===== src/rtl/cpu_mc_pkg.sv =====
// ---------------------------------------------------------------------------
// cpu_mc_pkg
// Shared opcodes, FSM state type and instruction field positions for cpu_mc.
// Revision: 1.0 - initial release
// ---------------------------------------------------------------------------
`default_nettype none

package cpu_mc_pkg;

    // Opcode encodings; anything not listed here executes as a NOP
    localparam logic [7:0] OP_LOADI = 8'd0;
    localparam logic [7:0] OP_MOV   = 8'd1;
    localparam logic [7:0] OP_ADD   = 8'd2;
    localparam logic [7:0] OP_SUB   = 8'd3;
    localparam logic [7:0] OP_AND   = 8'd4;
    localparam logic [7:0] OP_OR    = 8'd5;
    localparam logic [7:0] OP_J     = 8'd6;
    localparam logic [7:0] OP_BEQ   = 8'd7;
    localparam logic [7:0] OP_LWD   = 8'd8;
    localparam logic [7:0] OP_LWI   = 8'd9;
    localparam logic [7:0] OP_SWD   = 8'd10;
    localparam logic [7:0] OP_SWI   = 8'd11;

    // Instruction field bit positions
    localparam int OPC_HI  = 31;
    localparam int OPC_LO  = 24;
    localparam int DST_HI  = 23;
    localparam int DST_LO  = 16;
    localparam int SRC1_HI = 15;
    localparam int SRC1_LO = 8;
    localparam int SRC2_HI = 7;
    localparam int SRC2_LO = 0;

    // Core control state: executing, or waiting on a data-memory access
    typedef enum logic [0:0] {
        EXEC = 1'b0,
        MEM  = 1'b1
    } state_e;

    // True for the four data-memory opcodes
    function automatic logic is_mem_op(input logic [7:0] op);
        return (op == OP_LWD) || (op == OP_LWI) || (op == OP_SWD) || (op == OP_SWI);
    endfunction

endpackage

`default_nettype wire


===== src/rtl/cpu_mc_reg_file_p.sv =====
// ---------------------------------------------------------------------------
// reg_file_p
// Parametrised register file: two combinational read ports, one write port
// clocked on the rising edge, asynchronous active-low clear.
// Revision: 1.0 - initial release
// ---------------------------------------------------------------------------
`default_nettype none

module reg_file_p #(
    parameter  int DATA_W = 8,
    parameter  int NREGS  = 8,
    localparam int AW     = ($clog2(NREGS) > 0) ? $clog2(NREGS) : 1
) (
    input  logic              clk_i,
    input  logic              rst_ni,
    input  logic              we_i,
    input  logic [AW-1:0]     waddr_i,
    input  logic [DATA_W-1:0] wdata_i,
    input  logic [AW-1:0]     raddr1_i,
    output logic [DATA_W-1:0] rdata1_o,
    input  logic [AW-1:0]     raddr2_i,
    output logic [DATA_W-1:0] rdata2_o
);

    logic [DATA_W-1:0] regs_q [NREGS];

    // Storage: cleared asynchronously, written at the rising edge
    always_ff @(posedge clk_i or negedge rst_ni) begin
        if (!rst_ni) begin
            for (int i = 0; i < NREGS; i++) begin
                regs_q[i] <= '0;
            end
        end else if (we_i) begin
            regs_q[waddr_i] <= wdata_i;
        end
    end

    // Reads see the pre-edge value, so a same-cycle write is not forwarded
    assign rdata1_o = regs_q[raddr1_i];
    assign rdata2_o = regs_q[raddr2_i];

endmodule

`default_nettype wire


===== src/rtl/cpu_mc.sv =====
// ---------------------------------------------------------------------------
// cpu_mc
// Multi-cycle CPU core: single-cycle ALU/branch instructions, two-state
// EXEC/MEM sequencing for loads and stores with busy-wait stalling.
// Revision: 1.0 - initial release
// ---------------------------------------------------------------------------
`default_nettype none

module cpu_mc
    import cpu_mc_pkg::*;
#(
    parameter int DATA_W = 8,
    parameter int NREGS  = 8,
    parameter int ADDR_W = 8
) (
    input  logic              CLK,
    input  logic              RESET,
    input  logic [31:0]       INSTRUCTION,
    output logic [31:0]       PC,
    output logic              MEM_READ,
    output logic              MEM_WRITE,
    output logic [ADDR_W-1:0] MEM_ADDR,
    output logic [DATA_W-1:0] MEM_WDATA,
    input  logic [DATA_W-1:0] MEM_RDATA,
    input  logic              MEM_BUSYWAIT
);

    localparam int RA_W = ($clog2(NREGS) > 0) ? $clog2(NREGS) : 1;

    // Instruction fields
    logic [7:0] op;
    logic [7:0] dst_f;
    logic [7:0] src1_f;
    logic [7:0] src2_f;

    assign op     = INSTRUCTION[OPC_HI:OPC_LO];
    assign dst_f  = INSTRUCTION[DST_HI:DST_LO];
    assign src1_f = INSTRUCTION[SRC1_HI:SRC1_LO];
    assign src2_f = INSTRUCTION[SRC2_HI:SRC2_LO];

    // Only the low RA_W bits of src1 select a register
    logic unused_src1;
    assign unused_src1 = ^src1_f;

    // Sequential state
    state_e            state_q;
    logic [31:0]       pc_q;
    logic              mem_read_q;
    logic              mem_write_q;
    logic [ADDR_W-1:0] mem_addr_q;
    logic [DATA_W-1:0] mem_wdata_q;
    logic [RA_W-1:0]   ld_dst_q;

    // Decode
    logic is_mem;
    logic is_load;
    logic is_store;
    logic is_direct;

    assign is_mem    = is_mem_op(op);
    assign is_load   = (op == OP_LWD) || (op == OP_LWI);
    assign is_store  = (op == OP_SWD) || (op == OP_SWI);
    assign is_direct = (op == OP_LWD) || (op == OP_SWD);

    // Register file hookup; port 1 reads the dest field for stores (store data)
    logic [RA_W-1:0]   rd1_addr;
    logic [RA_W-1:0]   rd2_addr;
    logic [DATA_W-1:0] rd1_data;
    logic [DATA_W-1:0] rd2_data;
    logic              wr_en;
    logic [RA_W-1:0]   wr_addr;
    logic [DATA_W-1:0] wr_data;

    assign rd1_addr = is_store ? dst_f[RA_W-1:0] : src1_f[RA_W-1:0];
    assign rd2_addr = src2_f[RA_W-1:0];

    reg_file_p #(
        .DATA_W (DATA_W),
        .NREGS  (NREGS)
    ) u_regs (
        .clk_i    (CLK),
        .rst_ni   (RESET),
        .we_i     (wr_en),
        .waddr_i  (wr_addr),
        .wdata_i  (wr_data),
        .raddr1_i (rd1_addr),
        .rdata1_o (rd1_data),
        .raddr2_i (rd2_addr),
        .rdata2_o (rd2_data)
    );

    // Sign-extended immediate and the data-memory address for this instruction
    logic [DATA_W-1:0] imm_sext;
    logic [ADDR_W-1:0] mem_addr_d;

    assign imm_sext   = DATA_W'($signed(src2_f));
    assign mem_addr_d = is_direct ? ADDR_W'(rd2_data) : ADDR_W'(src2_f);

    // ALU: result and whether the opcode writes back at all
    logic [DATA_W-1:0] alu_res;
    logic              alu_we;

    always_comb begin
        alu_res = '0;
        alu_we  = 1'b1;
        case (op)
            OP_LOADI: alu_res = imm_sext;
            OP_MOV:   alu_res = rd2_data;
            OP_ADD:   alu_res = rd1_data + rd2_data;
            OP_SUB:   alu_res = rd1_data + ~rd2_data + DATA_W'(1);
            OP_AND:   alu_res = rd1_data & rd2_data;
            OP_OR:    alu_res = rd1_data | rd2_data;
            default:  alu_we  = 1'b0;
        endcase
    end

    // Next PC for non-memory instructions in EXEC
    logic [31:0] pc_inc;
    logic [31:0] br_tgt;
    logic [31:0] pc_d;

    assign pc_inc = pc_q + 32'd4;
    assign br_tgt = pc_inc + {{22{dst_f[7]}}, dst_f, 2'b00};

    always_comb begin
        pc_d = pc_inc;
        if (op == OP_J) begin
            pc_d = br_tgt;
        end else if ((op == OP_BEQ) && (rd1_data == rd2_data)) begin
            pc_d = br_tgt;
        end
    end

    // Write-back select: ALU result in EXEC, load data when the access completes
    always_comb begin
        wr_en   = 1'b0;
        wr_addr = dst_f[RA_W-1:0];
        wr_data = alu_res;
        if (state_q == EXEC) begin
            wr_en = alu_we;
        end else if (!MEM_BUSYWAIT && mem_read_q) begin
            wr_en   = 1'b1;
            wr_addr = ld_dst_q;
            wr_data = MEM_RDATA;
        end
    end

    // Control FSM with registered PC and memory request outputs
    always_ff @(posedge CLK or negedge RESET) begin
        if (!RESET) begin
            state_q     <= EXEC;
            pc_q        <= '0;
            mem_read_q  <= 1'b0;
            mem_write_q <= 1'b0;
            mem_addr_q  <= '0;
            mem_wdata_q <= '0;
            ld_dst_q    <= '0;
        end else begin
            case (state_q)
                EXEC: begin
                    if (is_mem) begin
                        state_q     <= MEM;
                        mem_read_q  <= is_load;
                        mem_write_q <= is_store;
                        mem_addr_q  <= mem_addr_d;
                        mem_wdata_q <= is_store ? rd1_data : '0;
                        ld_dst_q    <= dst_f[RA_W-1:0];
                    end else begin
                        pc_q <= pc_d;
                    end
                end
                MEM: begin
                    if (!MEM_BUSYWAIT) begin
                        state_q     <= EXEC;
                        mem_read_q  <= 1'b0;
                        mem_write_q <= 1'b0;
                        pc_q        <= pc_inc;
                    end
                end
                default: state_q <= EXEC;
            endcase
        end
    end

    assign PC        = pc_q;
    assign MEM_READ  = mem_read_q;
    assign MEM_WRITE = mem_write_q;
    assign MEM_ADDR  = mem_addr_q;
    assign MEM_WDATA = mem_wdata_q;

endmodule

`default_nettype wire

===== config.mk =====
export PLATFORM = sky130hd
export DESIGN_NAME = cpu_mc
export DESIGN_NICKNAME = d
export VERILOG_FILES = /design/src/rtl/cpu_mc_pkg.sv /design/src/rtl/cpu_mc_reg_file_p.sv /design/src/rtl/cpu_mc.sv
export SDC_FILE = /design/constraint.sdc
export NUM_CORES = 1
export LEC_CHECK = 0
export ABC_AREA = 0
export BUFFER_PORTS_ARGS = -buffer_cell sky130_fd_sc_hd__buf_4
export CAP_MARGIN = 20
export CORE_AREA = 2 2 156 158
export CTS_CLUSTER_DIAMETER = 120
export DETAILED_ROUTE_END_ITERATION = 8
export DIE_AREA = 0 0 158 160
export GPL_TIMING_DRIVEN = 0
export HOLD_SLACK_MARGIN = 0.06
export MAX_ROUTING_LAYER = met4
export PLACE_DENSITY = 0.63
export SYNTH_ARGS = -nofsm -noshare
export SYNTH_HDL_FRONTEND = slang
export SYNTH_SLANG_ARGS = --single-unit

===== constraint.sdc =====
create_clock -name CLK -period 6.34 [get_ports CLK]
set_clock_uncertainty 0.2 [all_clocks]
set_input_delay 0.317 -clock CLK [delete_from_list [all_inputs] [get_ports CLK]]
set_output_delay 0.317 -clock CLK [all_outputs]
set_load 0.02 [all_outputs]

### Word-level counts from Yosys, hierarchy flattened

Index checks and enable logic that the tools add are counted.

* add/subtract/negate cells: 5
* order comparisons: 4
* equality and inequality tests: 15
* muxes and demuxes: 33
* bitwise gates (word level): 7
* reduce and logical (&&, ||, !) cells: 14

Operators by type and width (count)
* 32-bit two-way mux: 4
* 8-bit two-way mux: 9
* 64-bit bitwise mux: 1
* 32-bit one-hot mux with 2 select lines: 1
* 8-bit binary-select mux with 3-bit select: 2
* 8-bit one-hot mux with 6 select lines: 1
* 32-bit by 3-bit adder with 32-bit output, second input constant: 1
* 32-bit adder: 1
* 8-bit by 3-bit equality test with 1-bit output, second input constant: 4
* 8-bit by 4-bit equality test with 1-bit output, second input constant: 4
* 8-bit demux with 3-bit select: 1
* 8-bit adder: 2
* 8-bit by 2-bit equality test with 1-bit output, second input constant: 2
* 4-bit greater-or-equal comparator, second input constant: 3
* 3-bit inverter with 4-bit output: 3
* 3-bit two-way mux: 3
* 8-bit by 1-bit adder with 8-bit output, second input constant: 1
* 8-bit bitwise AND: 1
* 8-bit by 1-bit equality test with 1-bit output, second input constant: 1
* 8-bit equality test: 1
* 8-bit logical NOT: 1
* 1-bit two-way mux: 8
* 8-bit inverter: 1
* 8-bit OR: 1
* 9 further kinds: 21

* register bits after elaboration: 118

### Depth between registers and ports, before layout

Gate-level depths: netlist of run 1.

* depth after elaboration: 13
* mapped depth: 18

### Modules after synthesis

A second synthesis of run 1 with hierarchy kept.

* cell total of the unflattened synthesis: 950
* area, all modules: 9330.2 µm²

By module, submodules not included
* cpu_mc: times used 1, cells an instance 749, area each 5790.6 µm², sequential area each 1301.2 µm²
* reg_file_p: times used 1, cells an instance 201, area each 3539.6 µm², sequential area each 1601.5 µm²

### Worst setup path before layout of run 1

No wires, ideal clock.

* kind: input -> register
* start point: in INSTRUCTION[29]
* end point: reg pc_q[12], in the netlist PC[12]
* library setup time: 136 ps
* arrival: 4342 ps
* slack: 1662 ps
* cell stages on the path: 16
* cell sequence: nor4_4 -> nand3_4 -> mux2i_2 -> buf_6 -> mux4_1 -> mux2i_1 -> inv_1 -> ha_1 -> nor4b_1 -> a31oi_1 -> nor4_2 -> clkbuf_1 -> buf_2 -> o21ai_0 -> a21oi_1 -> o21ai_0

* cells in the longest elaborated chain, start to end: 13

RTL lines
* from (decl): RTL line cpu_mc.sv:18 `input logic [31:0] INSTRUCTION,`
* 8-bit by 4-bit equality test with 1-bit output: RTL line cpu_mc_pkg.sv:42, cpu_mc.sv:62
* 1-bit logical OR: RTL line cpu_mc.sv:62 `assign is_store = (op == OP_SWD) || (op == OP_SWI);`
* 3-bit two-way mux: RTL line cpu_mc.sv:74 `assign rd1_addr = is_store ? dst_f[RA_W-1:0] : src1_f[RA_W-1:0];`
* 3-bit inverter with 4-bit output (implied by the code): RTL line cpu_mc_reg_file_p.sv:39 `assign rdata1_o = regs_q[raddr1_i];`
* 8-bit binary-select mux with 3-bit select: RTL line cpu_mc_reg_file_p.sv:39
* 8-bit two-way mux (implied by the code) (2 in a row): RTL line cpu_mc_reg_file_p.sv:39
* 8-bit equality test: RTL line cpu_mc.sv:129 `end else if ((op == OP_BEQ) && (rd1_data == rd2_data)) begin`
* 1-bit logical AND: RTL line cpu_mc.sv:129
* 32-bit two-way mux: RTL line cpu_mc.sv:129
* 32-bit two-way mux: RTL line cpu_mc.sv:127 `if (op == OP_J) begin`
* 32-bit two-way mux: RTL line cpu_mc.sv:161 `if (is_mem) begin`
* 32-bit one-hot mux with 2 select lines: RTL line cpu_mc.sv:159 `case (state_q)`
* to (signal assigned): RTL line cpu_mc.sv:169 `pc_q <= pc_d;`
* to (signal assigned): RTL line cpu_mc.sv:177 `pc_q <= pc_inc;`
* to (decl): RTL line cpu_mc.sv:47 `logic [31:0] pc_q;`

Several ways; a longest one is shown, not always the timed one. The select of a mux whose other input is x is not followed.
A chain may end at the register's enable or synchronous reset.

### Final worst setup path of run 1

* start point: in INSTRUCTION[25]
* end point: reg pc_q[16], in the netlist PC[16]

The elaborated chain is that of the path after synthesis.

==> results of run 1 <==
[synthesized netlist by cell type, types with 6 or more instances]
master                     instances
sky130_fd_sc_hd__dfrtp_1         116
sky130_fd_sc_hd__nand2_1          90
sky130_fd_sc_hd__mux2_2           73
sky130_fd_sc_hd__o21ai_0          66
sky130_fd_sc_hd__a21oi_1          64
sky130_fd_sc_hd__nor2_1           58
sky130_fd_sc_hd__ha_1             53
sky130_fd_sc_hd__inv_1            52
sky130_fd_sc_hd__xnor2_1          33
sky130_fd_sc_hd__clkbuf_1         32
sky130_fd_sc_hd__nand3_1          29
sky130_fd_sc_hd__a31oi_1          20
sky130_fd_sc_hd__mux4_2           19
sky130_fd_sc_hd__nor3_1           18
sky130_fd_sc_hd__a21o_1           17
sky130_fd_sc_hd__o22ai_1          17
sky130_fd_sc_hd__xor2_1           17
sky130_fd_sc_hd__mux2i_1          16
sky130_fd_sc_hd__mux4_1           16
sky130_fd_sc_hd__nand4_1          15
sky130_fd_sc_hd__and3_1           14
sky130_fd_sc_hd__buf_2             9
sky130_fd_sc_hd__nor4_1            9
sky130_fd_sc_hd__a211oi_1          7
sky130_fd_sc_hd__nor2b_1           7
sky130_fd_sc_hd__nor3b_1           7
sky130_fd_sc_hd__or3_1             7
sky130_fd_sc_hd__nand2b_1          6
sky130_fd_sc_hd__o211ai_1          6
sky130_fd_sc_hd__o21bai_1          6
[power groups by stage]
stage	clock network [mW]	registers, mW	logic (mW)
4_1_cts	0.978	0.951	1.33
3_3_place_gp	0	0.961	1.31
3_5_place_dp	0	0.965	1.32
5_1_grt	1.01	0.966	1.50
6_report	0.958	0.952	1.35
2_1_floorplan	0	1.03	0.860
[cell type report]
class | count | area [um2] | area share
Sequential cell | 116 | 2900 | 0.263
Timing Repair Buffer | 92 | 739 | 0.0669
Clock buffer | 17 | 425 | 0.0385
Clock inverter | 15 | 156 | 0.0141
Inverter | 52 | 195 | 0.0177
Multi-Input combinational cell | 767 | 6000 | 0.542
Buffer | 52 | 234 | 0.0212
Tap cell | 324 | 405 | 0.0367
[worst max-delay path, stage by stage]
cell                            delay, ns
sky130_fd_sc_hd__dlygate4sd3_1       0.54
sky130_fd_sc_hd__buf_4               0.17
sky130_fd_sc_hd__nand3_4             0.11
sky130_fd_sc_hd__mux2i_2             0.71
sky130_fd_sc_hd__buf_6               0.29
sky130_fd_sc_hd__mux4_1              0.58
sky130_fd_sc_hd__mux2i_1             0.42
sky130_fd_sc_hd__inv_1               0.14
sky130_fd_sc_hd__ha_1                0.41
sky130_fd_sc_hd__nor4b_1             0.31
sky130_fd_sc_hd__a31oi_1             0.21
sky130_fd_sc_hd__nor4_4              0.39
sky130_fd_sc_hd__clkbuf_1            0.52
sky130_fd_sc_hd__buf_2               0.37
sky130_fd_sc_hd__o21ai_0             0.11
sky130_fd_sc_hd__a21oi_1             0.18
sky130_fd_sc_hd__o21ai_0             0.10
[layout by cell type, fill, tap and decap left out, types with 5 or more instances in the layout]
| cell type | count |
|---|---|
| sky130_fd_sc_hd__dlygate4sd3_1 | 10 |
| sky130_fd_sc_hd__nand3_1 | 29 |
| sky130_fd_sc_hd__inv_1 | 52 |
| sky130_fd_sc_hd__dfrtp_1 | 116 |
| sky130_fd_sc_hd__ha_1 | 53 |
| sky130_fd_sc_hd__o21bai_1 | 6 |
| sky130_fd_sc_hd__nor3b_1 | 7 |
| sky130_fd_sc_hd__a21oi_1 | 64 |
| sky130_fd_sc_hd__xor2_1 | 17 |
| sky130_fd_sc_hd__nor4_1 | 9 |
| sky130_fd_sc_hd__buf_2 | 9 |
| sky130_fd_sc_hd__nand4_1 | 15 |
| sky130_fd_sc_hd__a211oi_1 | 7 |
| sky130_fd_sc_hd__inv_8 | 8 |
| sky130_fd_sc_hd__and2_1 | 5 |
| sky130_fd_sc_hd__o311ai_0 | 5 |
| sky130_fd_sc_hd__nand2_1 | 90 |
| sky130_fd_sc_hd__mux2i_1 | 16 |
| sky130_fd_sc_hd__a31oi_1 | 20 |
| sky130_fd_sc_hd__mux4_2 | 19 |
| sky130_fd_sc_hd__nor3_1 | 18 |
| sky130_fd_sc_hd__and3_1 | 14 |
| sky130_fd_sc_hd__nor2_1 | 58 |
| sky130_fd_sc_hd__mux4_1 | 16 |
| sky130_fd_sc_hd__o22ai_1 | 17 |
| sky130_fd_sc_hd__o211ai_1 | 6 |
| sky130_fd_sc_hd__nor2b_1 | 7 |
| sky130_fd_sc_hd__nand2b_1 | 6 |
| sky130_fd_sc_hd__o21ai_0 | 66 |
| sky130_fd_sc_hd__clkbuf_16 | 17 |
| sky130_fd_sc_hd__buf_4 | 83 |
| sky130_fd_sc_hd__a22o_1 | 5 |
| sky130_fd_sc_hd__or3_1 | 7 |
| sky130_fd_sc_hd__mux2_2 | 73 |
| sky130_fd_sc_hd__buf_1 | 5 |
| sky130_fd_sc_hd__xnor2_1 | 33 |
| sky130_fd_sc_hd__clkbuf_1 | 32 |
| sky130_fd_sc_hd__a211o_1 | 5 |
| sky130_fd_sc_hd__a21o_1 | 17 |
[stage by stage]
stage / area (um2) / power, mW / worst slack [ns] / hold slack [ns]
after global routing: 11100 / 3.47 / 0.110 / 0.113
after floorplan: 9320 / 1.89 / 1.66 / -0.179
final: 11100 / 3.26 / 0.548 / 0.0841
after detailed placement: 10400 / 2.28 / 0.0880 / 0.0743
after CTS: 11000 / 3.26 / 0.444 / 0.0713
after global placement: 10300 / 2.27 / 0.0975 / 0.262
[registers in the layout (all words and copies together) (netlist names)]
signal	count
u_regs.regs_q	64
MEM_WDATA	8
MEM_ADDR	8
MEM_WRITE	1
PC	30
ld_dst_q	3
state_q	1
MEM_READ	1
[routing by layer]
layer,vias to the layer above,track usage
li1,3883,-
met1,4045,0.308
met2,272,0.342
met3,33,0.0358
met4,0,0.0586
met5,-,-
[timing repair]
| action | in CTS | in global routing |
|---|---|---|
| endpoints found under the setup margin | 0 | 3 |
| resized for setup | 0 | 1 |
| hold buffers | 10 | 0 |
| hold endpoints to repair | 53 | 0 |
[cell families after synthesis]
logic type / after synthesis / share of synthesized area
muxes: 127 / 0.201
xor gates and xnor gates: 50 / 0.0470
buffers and inverters: 104 / 0.0461
AOI/OAI and AO/OA: 248 / 0.164
adders and majority gates: 56 / 0.0776
other: 1 / 0.000403
DFF: 116 / 0.312
and+or+nand+nor: 284 / 0.152
[worst paths after layout]
path	from	cells past startpoint	slack [ns]	to
min reg2reg	PC[31]	1	0.27	PC[31]
min	INSTRUCTION[4]	3	0.08	MEM_ADDR[4]
min in group asynchronous	RESET	2	0.17	MEM_ADDR[5]
max	INSTRUCTION[25]	17	0.55	PC[16]
max in group asynchronous	RESET	3	5.05	u_regs.regs_q[41]
max reg2reg	PC[2]	16	1.02	PC[31]
==> run summary, run 1 <==
The number of routed nets with antenna violations came out at 0. The maximum VDD drop came out at 0.173 mV. Relative to the synthesized area, the layout overhead comes to 18.7%. The fraction of layout instances using a drive strength above 1 is 0.216, and the data arrival time of the worst path is 5.89 ns.

For the final routed database, the setup TNS stands at 0 ns. In this run the cell area of the synthesized design comes to 9320 um2. Clock tree synthesis selected as its root buffer the cell sky130_fd_sc_hd__clkbuf_16.

The run finished with clean final reports. The mean instance size in the synthesized netlist is 9.45 um2. The vertical die dimension was 160 um.

Remaining global-route overflow: 0. After detailed routing, no signal wire sits above met4. The number of endpoints with negative hold slack in the final report is 0. The kind of critical path is input pin to flop.

The relative max-transition margin was 0.266; the warning count from the yosys run was 0. Clock-pin slew was measured on the worst setup and hold paths at 0.07 ns. The count of max-cap constraint violations is 0, and the post-placement cell count is 1393. The HPWL after detailed placement is 19600 um. The logs give 93 for the number of ports placed on the die boundary and 25300 um2 for the total die area.

For the final-report max-slew violation count, the log shows 0. For the maximum clock path buffer count, the log shows 2. The proportion of total power due to net switching was 0.408; the H-tree depth reported by CTS was 4. Setup repair after global routing left no endpoint under its margin. The wire length of the first global-routing pass was 42600 um. The layout has 2282 filler cells.

Timing would allow up to 173 MHz. The via count of the first global-routing pass was 7762; the number of post-CTS setup repair buffers was 0. The run gives 23800 um2 as the standard cell core area. Summed over all nets, wire length on met2 after detailed routing comes to 12600 um. For the worst setup path, the data required time is 6.44 ns. The first detailed-routing pass took 5 iterations.

The routed design uses 1710 um of met3 wire. Synthesized flop and latch total: 116. The run gives 27300 um as the sum of routed wire length over all layers. The width of the die was 158 um. For this block, the initial DRC count from the detailed router was 675.

The number of port buffers is 81. The number of enable flip-flop cells after synthesis is 0. The number of nets in the finished design is 1197. The tools report the utilization after layout as 0.464.

In the final routing, the length of wire on met1 measures 12500 um. Cell internal power was estimated by the tool at 1.93 mW. The run gives 0.292 as the register share of total power. STA classifies the critical path startpoint as an input pin. The clock share of power was 0.294. After detailed routing, the number of vias per cell comes to 5.74. Clock tree synthesis found a total of 116 sinks. The library cell with the largest summed area after synthesis is sky130_fd_sc_hd__dfrtp_1. The congestion estimate from routability-driven global placement came to 0.929. In this run, CTS created clock tree buffers numbering 17. After technology mapping, the gate count stands at 986. For the unique cell type count in the Yosys netlist, the log shows 72. TritonCTS built the clock tree. The site row count is 57, and the number of design rule violations left after detail routing is 0. The post-detailed-route wirelength per cell was 19.0 um; the initial cell density of the core was 0.391.

The largest net degree at the start of global routing is 76, and the insertion delay of the later-clocked pin in the worst-skew pair is 0.43 ns. The final worst-path cycle share is 0.914. For the number of antenna violations at the first check in global routing, the log shows 0. The number of inserted diodes was 0. The leakage power figure was 5.06 nW; the total power density per cell area was 295 nW/um2. The combinational group share of total power was 0.414.

Type of element capturing the critical path: a flop. The total global routing track utilization was 0.223; the vias after detailed routing was 8233. Type of the tightest min-delay check: input pin to flop. The tools report the net switching power of the design as 1.33 mW.

The pin slew with the least headroom to its limit is 1.10 ns. By area the synthesized netlist is led by sky130_fd_sc_hd__dfrtp_1 31%, sky130_fd_sc_hd__mux2_2 8.8%, sky130_fd_sc_hd__ha_1 7.1%, sky130_fd_sc_hd__mux4_2 4.6%, sky130_fd_sc_hd__mux4_1 4.5%. Setup violations remaining at the end of the flow were counted as 0. After the flow finishes, the layout carries non-filler instances totaling 1435.

The fraction of post-synthesis cell area in the top cell type by area was 0.312; the peak fanout along the critical path was 10. For this run, the leading register cell type out of synthesis is sky130_fd_sc_hd__dfrtp_1. The share of the yosys chip area belonging to registers was 0.312; the final critical path time including I/O delays and setup was 5.79 ns. The share of flip-flops with an asynchronous set or reset after synthesis came out at 1.00.
(Power assumes the default switching activity.)
==> run 2, diff against run 1 <==
GPL_TIMING_DRIVEN = unset   (was 0)
PLACE_DENSITY = 0.57   (was 0.63)
==> run summary, run 2 (synthesis gave the netlist of run 1 again) <==
The run finished with clean final reports. The number of ports placed on the die boundary is 93 (unchanged), and the wire length of the first global-routing pass is 41100 um (-3.5%). The layout overhead on the synthesized area was 17.9%; the total global routing track utilization was 0.214 (-0.00912). For the critical path required time, the log shows 6.48 ns (+0.04 ns).

The sum of routed wire length over all layers came out at 25700 um (-5.8%). The logs give 0.178 mV (+3.0%) for the maximum VDD drop and 17 (unchanged) for the total clock buffers created by CTS. For the DRC marker count from the first detailed-route iteration, the log shows 560 (-17%). Data arrival time of the worst path: 5.33 ns (-0.56 ns). Clock input transition at the sequential cells of the worst setup and hold paths: 0.05 ns (-0.02 ns). The final critical path time including I/O delays and setup works out to 5.19 ns (-0.599 ns). The fraction of layout instances using a drive strength above 1 works out to 0.221 (+0.00506).

For the maximum clock path buffer count, the log shows 2 (unchanged). In the layout the commonest cells are 116 x sky130_fd_sc_hd__dfrtp_1, 94 x sky130_fd_sc_hd__buf_4, 90 x sky130_fd_sc_hd__nand2_1. Proportion of total power due to net switching: 0.370 (-0.0384). TritonCTS built the clock tree. The remaining global-route overflow came out at 0 (unchanged). For the register-to-register path setup slack, the log shows 1.15 ns (+0.13 ns). The number of inserted diodes came out at 0 (unchanged).

For the number of design rule violations left after detail routing, the log shows 0 (unchanged). Slowest cell on the critical path: sky130_fd_sc_hd__or3_1. The number of endpoints with negative hold slack in the final report was 0 (unchanged); the peak fanout along the critical path was 8 (-2). The total power density per cell area came out at 306 nW/um2 (+3.7%). The number of antenna violations at the first check in global routing is 0 (unchanged), and the number of search-and-repair iterations in the first detailed-routing pass is 5 (unchanged).

The cell sitting at the root of the clock tree is a sky130_fd_sc_hd__clkbuf_16. Total die area: 25300 um2 (unchanged). The final worst-path cycle share came out at 0.819 (-0.0946). Walking the worst path, the cells encountered are ha_1, nand3_1, or3_1, or2_2, nor2_1, nand2_1, xnor2_1, ha_1, a211o_1, a21oi_1, o21ai_0, a221oi_1, a21oi_1, nor4_1, xnor2_1.

The number of logic stages on the critical path including buffering was 15 (-2). The leading cell type in the layout, fill and taps excluded is sky130_fd_sc_hd__dfrtp_1. The tools report the clock share of power as 0.322 (+0.028). The leakage power figure was 5.02 nW (-0.67%); the vertical die dimension was 160 um (unchanged). The number of post-CTS setup repair buffers was 0 (unchanged); the standard cell core area was 23800 um2 (unchanged). The number of buffers and inverters on the critical path came out at 0 (-6). For the detailed placement HPWL, the log shows 18300 um (-6.5%). STA classifies the critical path startpoint as a flop. The cell family contributing the most delay on the critical path is simple AND/OR/NAND/NOR gates. The worst stage delay on the critical path came out at 0.55 ns (-0.16 ns). The TritonCTS sink count came out at 116 (unchanged). The top register by number of flip-flops was u_regs.regs_q. The run gives 68 (-11%) as the largest net degree at the start of global routing. Setup repair after global routing left no endpoint under its margin. The number of flip-flops under the largest register name was 64 (unchanged). The run gives 0.289 (-0.003) as the register share of total power. Number of routed nets with antenna violations: 0 (unchanged). Total power consumption of the routed design: 3.36 mW (+3.0%). The H-tree depth reported by CTS is 4 (unchanged). The critical path in this run is classified as flop to flop. The logs give 57 (unchanged) for the site row count and 0 (unchanged) for the final count of negative-setup-slack endpoints.

The placer's final routability congestion estimate was 0.899 (-3.3%); the post-detailed-route wirelength per cell was 18.4 um (-3.2%). The detailed-route vias per instance was 5.64 (-1.8%); the pin slew with the least headroom to its limit was 1.09 ns (-0.0110 ns). The number of nets in the finished design was 1158 (-3.3%).

The min-delay analysis places its worst path in the category input pin to flop. Number of port buffers: 85 (+4.9%). The width of the die was 158 um (unchanged).

The final-report max-slew violation count came out at 0 (unchanged). Depth of the worst register-to-register path: 15 (-1). The insertion delay of the later-clocked pin in the worst-skew pair was 0.42 ns (about the same). The tools report the net switching power of the design as 1.24 mW (-6.7%). The logs give 0.275 (+0.00923) for the relative max-transition margin and 193 MHz (+12%) for the maximum achievable frequency.

The count of max-cap constraint violations was 0 (unchanged); the vias after detailed routing was 7867 (-4.4%). The initial cell density of the core was 0.391 (unchanged). The number of instances on the worst hold path works out to 4 (+1). The via count of the first global-routing pass is 7512 (-3.2%), and the combinational group share of total power is 0.389 (-0.025). The type of element capturing the critical path is a flop.

The internal power summed over all cells is 2.12 mW (+9.7%). The run gives 0 ns (unchanged) as the accumulated negative setup slack.
-- run 2: cell types whose count changed in the layout (fill, tap and decap cells not counted), moves of 5 or more --
cell	previous run	this run
sky130_fd_sc_hd__buf_1	5	0
sky130_fd_sc_hd__buf_2	9	0
sky130_fd_sc_hd__buf_4	83	94
sky130_fd_sc_hd__bufinv_16	0	5
sky130_fd_sc_hd__clkbuf_1	32	2
sky130_fd_sc_hd__inv_8	8	0
-- run 2: timing repair --
action	CTS	global route
hold endpoints to repair	59	0
hold buffers	10	0
resized for setup	0	0
-- run 2: path summary, 6_finish.rpt --
check,startpoint,to
min reg2reg,MEM_WDATA[0],MEM_WDATA[0]
min,INSTRUCTION[30],MEM_WRITE
max,PC[2],PC[31]
max reg2reg,PC[2],PC[31]
min in group asynchronous,RESET,MEM_ADDR[5]
max in group asynchronous,RESET,u_regs.regs_q[28]
-- run 2: power groups by stage --
stage               combinational, mW  sequential (mW)  clock, mW
floorplan                       0.860             1.03          0
global placement                 1.29            0.983          0
detailed placement               1.29            0.984          0
CTS                              1.31            0.971       1.11
global route                     1.44            0.991       1.13
finish                           1.31            0.971       1.08
-- run 2: cell type report --
type                    count  area (um2)
fillers                  2316       12800
multi-input cells         767        6000
flip-flops and latches    116        2900
repair buffers            105         817
clock buffers              21         460
well taps                 324         405
clock inverters            11         199
inverters                  52         195
-- run 2: worst register-to-register path: stages (launching register included) --
cell	delay, ns
sky130_fd_sc_hd__dfrtp_1	0.48
sky130_fd_sc_hd__ha_1	0.29
sky130_fd_sc_hd__nand3_1	0.19
sky130_fd_sc_hd__or3_1	0.55
sky130_fd_sc_hd__or2_2	0.36
sky130_fd_sc_hd__nor2_1	0.35
sky130_fd_sc_hd__nand2_1	0.18
sky130_fd_sc_hd__xnor2_1	0.16
sky130_fd_sc_hd__ha_1	0.38
sky130_fd_sc_hd__a211o_1	0.29
sky130_fd_sc_hd__a21oi_1	0.24
sky130_fd_sc_hd__o21ai_0	0.12
sky130_fd_sc_hd__a221oi_1	0.52
sky130_fd_sc_hd__a21oi_1	0.10
sky130_fd_sc_hd__nor4_1	0.54
sky130_fd_sc_hd__xnor2_1	0.18
-- run 2: routing by layer --
layer | up-vias | GRT usage | wire length, um
met5 | - | - | 0
met1 | 3848 | 0.318 | 13100
met3 | 23 | 0.0288 | 1150
met2 | 192 | 0.307 | 11100
li1 | 3804 | - | -
met4 | 0 | 0.0577 | 360
-- run 2: stage by stage --
| stage | worst slack (ns) | util | hold WS [ns] | instance area (um2) | cells |
|---|---|---|---|---|---|
| 2_1_floorplan | 1.66 | - | -0.179 | 9320 | 987 |
| 3_3_place_gp | 0.987 | 0.429 | 0.202 | 10200 | 1353 |
| 3_5_place_dp | 0.902 | 0.429 | 0.210 | 10200 | 1354 |
| 4_1_cts | 1.11 | 0.461 | 0.0854 | 11000 | 1396 |
| 5_1_grt | 0.840 | 0.461 | 0.115 | 11000 | 1396 |
| 6_report | 1.15 | 0.461 | 0.103 | 11000 | 1396 |
==> run 3, diff against run 2 <==
clock period = 5.4 ns   (was 6.34 ns; I/O delays follow)
==> run summary, run 3 (synthesis gave the netlist of run 1 again) <==
The flow ran to the end, and the final reports show no timing, DRC or antenna violations. The number of flip-flops under the largest register name was 64 (unchanged). For the cell area after placement, the log shows 10300 um2 (+0.75%). TritonCTS built the clock tree. The routed design could run at a clock period as short as 5.03 ns. The sum of routed wire length over all layers was 26000 um (+1.1%); the site row count was 57 (unchanged). The logs give 23800 um2 (unchanged) for the standard cell core area and 0.871 (-3.0%) for the placer's final routability congestion estimate.

The initial cell density of the core was 0.391 (unchanged). The post-detailed-route wirelength per cell was 18.4 um (+0.14%). The width of the die works out to 158 um (unchanged).

The DRC marker count from the first detailed-route iteration was 586 (+4.6%); the number of ports placed on the die boundary was 93 (unchanged). The tools report the vias after detailed routing as 7971 (+1.3%). For this run, the top clock speed supported by timing is 199 MHz. The utilization after layout was 0.462 (+0.00147).

Kind of critical path: input pin to flop. The tools report the total die area as 25300 um2 (unchanged). The fraction of layout instances using a drive strength above 1 is 0.232 (+0.0110). The tools report the total clock buffers created by CTS as 17 (unchanged). In this run the critical register-to-register path is captured at PC[31]. The tools report the final-report max-slew violation count as 0 (unchanged). Top register by number of flip-flops: u_regs.regs_q. For the maximum clock path buffer count, the log shows 2 (unchanged).

STA classifies the critical path startpoint as an input pin. The critical path required time was 5.54 ns (-0.94 ns); the remaining global-route overflow was 0 (unchanged). The leakage power figure came out at 5.06 nW (+0.78%). The run gives 1363 (+0.66%) as the post-placement cell count.

Leaving out fill and tap cells, the most frequent cell in the layout is sky130_fd_sc_hd__dfrtp_1. The tools report the detailed placement HPWL as 18500 um (+1.2%). The tools report the number of routed nets with antenna violations as 0 (unchanged). Total power density per cell area: 345 nW/um2 (+13%).

The largest net degree at the start of global routing is 61 (-10%). The worst hold path belongs to the class input pin to flop. The startpoint identified for the worst register-to-register timing path is PC[3]. The vertical die dimension was 160 um (unchanged).

The insertion delay of the later-clocked pin in the worst-skew pair is 0.42 ns (about the same), and the depth of the worst register-to-register path is 17 (+2). The pin slew with the least headroom to its limit is 1.10 ns (+0.0164 ns). The total global routing track utilization was 0.218 (+0.00385).

The number of port buffers is 85 (unchanged), and the relative max-transition margin is 0.262 (-0.0128). The number of design rule violations left after detail routing is 0 (unchanged). Setup repair after global routing left no endpoint under its margin.

The final count of negative-setup-slack endpoints is 0 (unchanged). The run gives 116 (unchanged) as the TritonCTS sink count. Clock tree root driver cell: sky130_fd_sc_hd__clkbuf_16. The library cells used most frequently in the layout, excluding fill and tap cells, are 116 x sky130_fd_sc_hd__dfrtp_1, 105 x sky130_fd_sc_hd__buf_4, 90 x sky130_fd_sc_hd__nand2_1. The tools report the wire length of the first global-routing pass as 41900 um (+1.8%). The number of instances on the worst hold path is 4 (unchanged), and the detailed-route vias per instance is 5.65 (+0.32%). The run gives 7577 (+0.87%) as the via count of the first global-routing pass. The clock input transition at the sequential cells of the worst setup and hold paths is 0.06 ns (about the same). Type of element capturing the critical path: a flop. The register-to-register path setup slack was 0.62 ns (-0.53 ns); the peak fanout along the critical path was 16 (+8). The worst hold path begins at INSTRUCTION[25]. The count of max-cap constraint violations was 0 (unchanged); the maximum VDD drop was 0.209 mV (+18%). The accumulated negative setup slack was 0 ns (unchanged); the number of antenna violations at the first check in global routing was 0 (unchanged).

The tools report the data arrival time of the worst path as 5.17 ns (-0.16 ns). The path with the worst hold slack has its endpoint at MEM_READ. The final worst-path cycle share came out at 0.932.

The layout overhead on the synthesized area came out at 18.2%. The run gives 1172 (+1.2%) as the number of nets in the finished design. The number of search-and-repair iterations in the first detailed-routing pass is 5 (unchanged), and the design area is 11000 um2 (+0.32%).

The H-tree depth reported by CTS came out at 4 (unchanged). Number of endpoints with negative hold slack in the final report: 0 (unchanged). The number of inserted diodes was 0 (unchanged); the count of placed standard cells in the final layout, fillers left out was 1410 (+1.0%).
run 3: cell count changes in the layout (fill, tap and decap cells not counted), moves of 2 or more:
cell | before | now
sky130_fd_sc_hd__buf_4 | 94 | 105
sky130_fd_sc_hd__clkbuf_1 | 2 | 0
sky130_fd_sc_hd__bufinv_16 | 5 | 1
sky130_fd_sc_hd__dlygate4sd3_1 | 10 | 12
sky130_fd_sc_hd__clkinv_2 | 0 | 4
sky130_fd_sc_hd__inv_6 | 1 | 5
run 3: worst max-delay path, stage by stage:
cell and delay [ns]:
sky130_fd_sc_hd__dlygate4sd3_1 0.54, sky130_fd_sc_hd__buf_4 0.14, sky130_fd_sc_hd__nor4_4 0.33, sky130_fd_sc_hd__nand3_4 0.16, sky130_fd_sc_hd__mux2i_2 0.25, sky130_fd_sc_hd__buf_12 0.22, sky130_fd_sc_hd__mux4_1 0.57, sky130_fd_sc_hd__mux2i_1 0.15
sky130_fd_sc_hd__buf_4 0.16, sky130_fd_sc_hd__inv_1 0.06, sky130_fd_sc_hd__ha_1 0.39, sky130_fd_sc_hd__nor4b_2 0.30, sky130_fd_sc_hd__a31oi_1 0.22, sky130_fd_sc_hd__or4_1 0.49, sky130_fd_sc_hd__nand2_2 0.23, sky130_fd_sc_hd__o21ai_0 0.12
sky130_fd_sc_hd__nor4_1 0.37, sky130_fd_sc_hd__xnor2_1 0.17
run 3: worst max path at each step:
stage                         start  cells past startpoint  endpoint
floorplan           INSTRUCTION[29]                     16    PC[12]
global placement    INSTRUCTION[29]                     17    PC[25]
detailed placement  INSTRUCTION[29]                     17    PC[25]
CTS                 INSTRUCTION[30]                     18    PC[25]
global route        INSTRUCTION[30]                     18    PC[25]
finish              INSTRUCTION[30]                     18    PC[31]
run 3: cell type report:
class | instances | area [um2]
multi-input combinational | 767 | 6010
fill | 2343 | 12800
tap | 324 | 405
clock buffer | 18 | 439
clock inverter | 14 | 126
sequential | 116 | 2900
inverter | 52 | 195
timing repair buffer | 119 | 940
run 3: per-layer routing:
| layer | vias up | GRT usage | part of all wire |
|---|---|---|---|
| met5 | - | - | 0 |
| met4 | 0 | 0.0512 | 0.013 |
| met3 | 27 | 0.0296 | 0.061 |
| met2 | 246 | 0.314 | 0.44 |
| met1 | 3870 | 0.325 | 0.49 |
| li1 | 3828 | - | - |
run 3: power by group:
group          switching, mW  internal, mW
logic                  0.882         0.677
registers              0.163         0.975
clock network          0.451         0.649
run 3: repair_timing:
action,in CTS,in global routing
setup buffers,0,2
endpoints found under the setup margin,0,1
hold buffers,12,0
endpoints found under the hold margin,66,0
resized for setup,0,1
run 3: per-stage QoR:
stage	total power [mW]	setup slack, ns	hold slack [ns]
finish	3.80	0.366	0.133
global placement	2.68	0.443	0.202
global route	4.05	0.0809	0.160
CTS	3.81	0.389	0.113
floorplan	2.22	0.769	-0.226
detailed placement	2.69	0.372	0.209
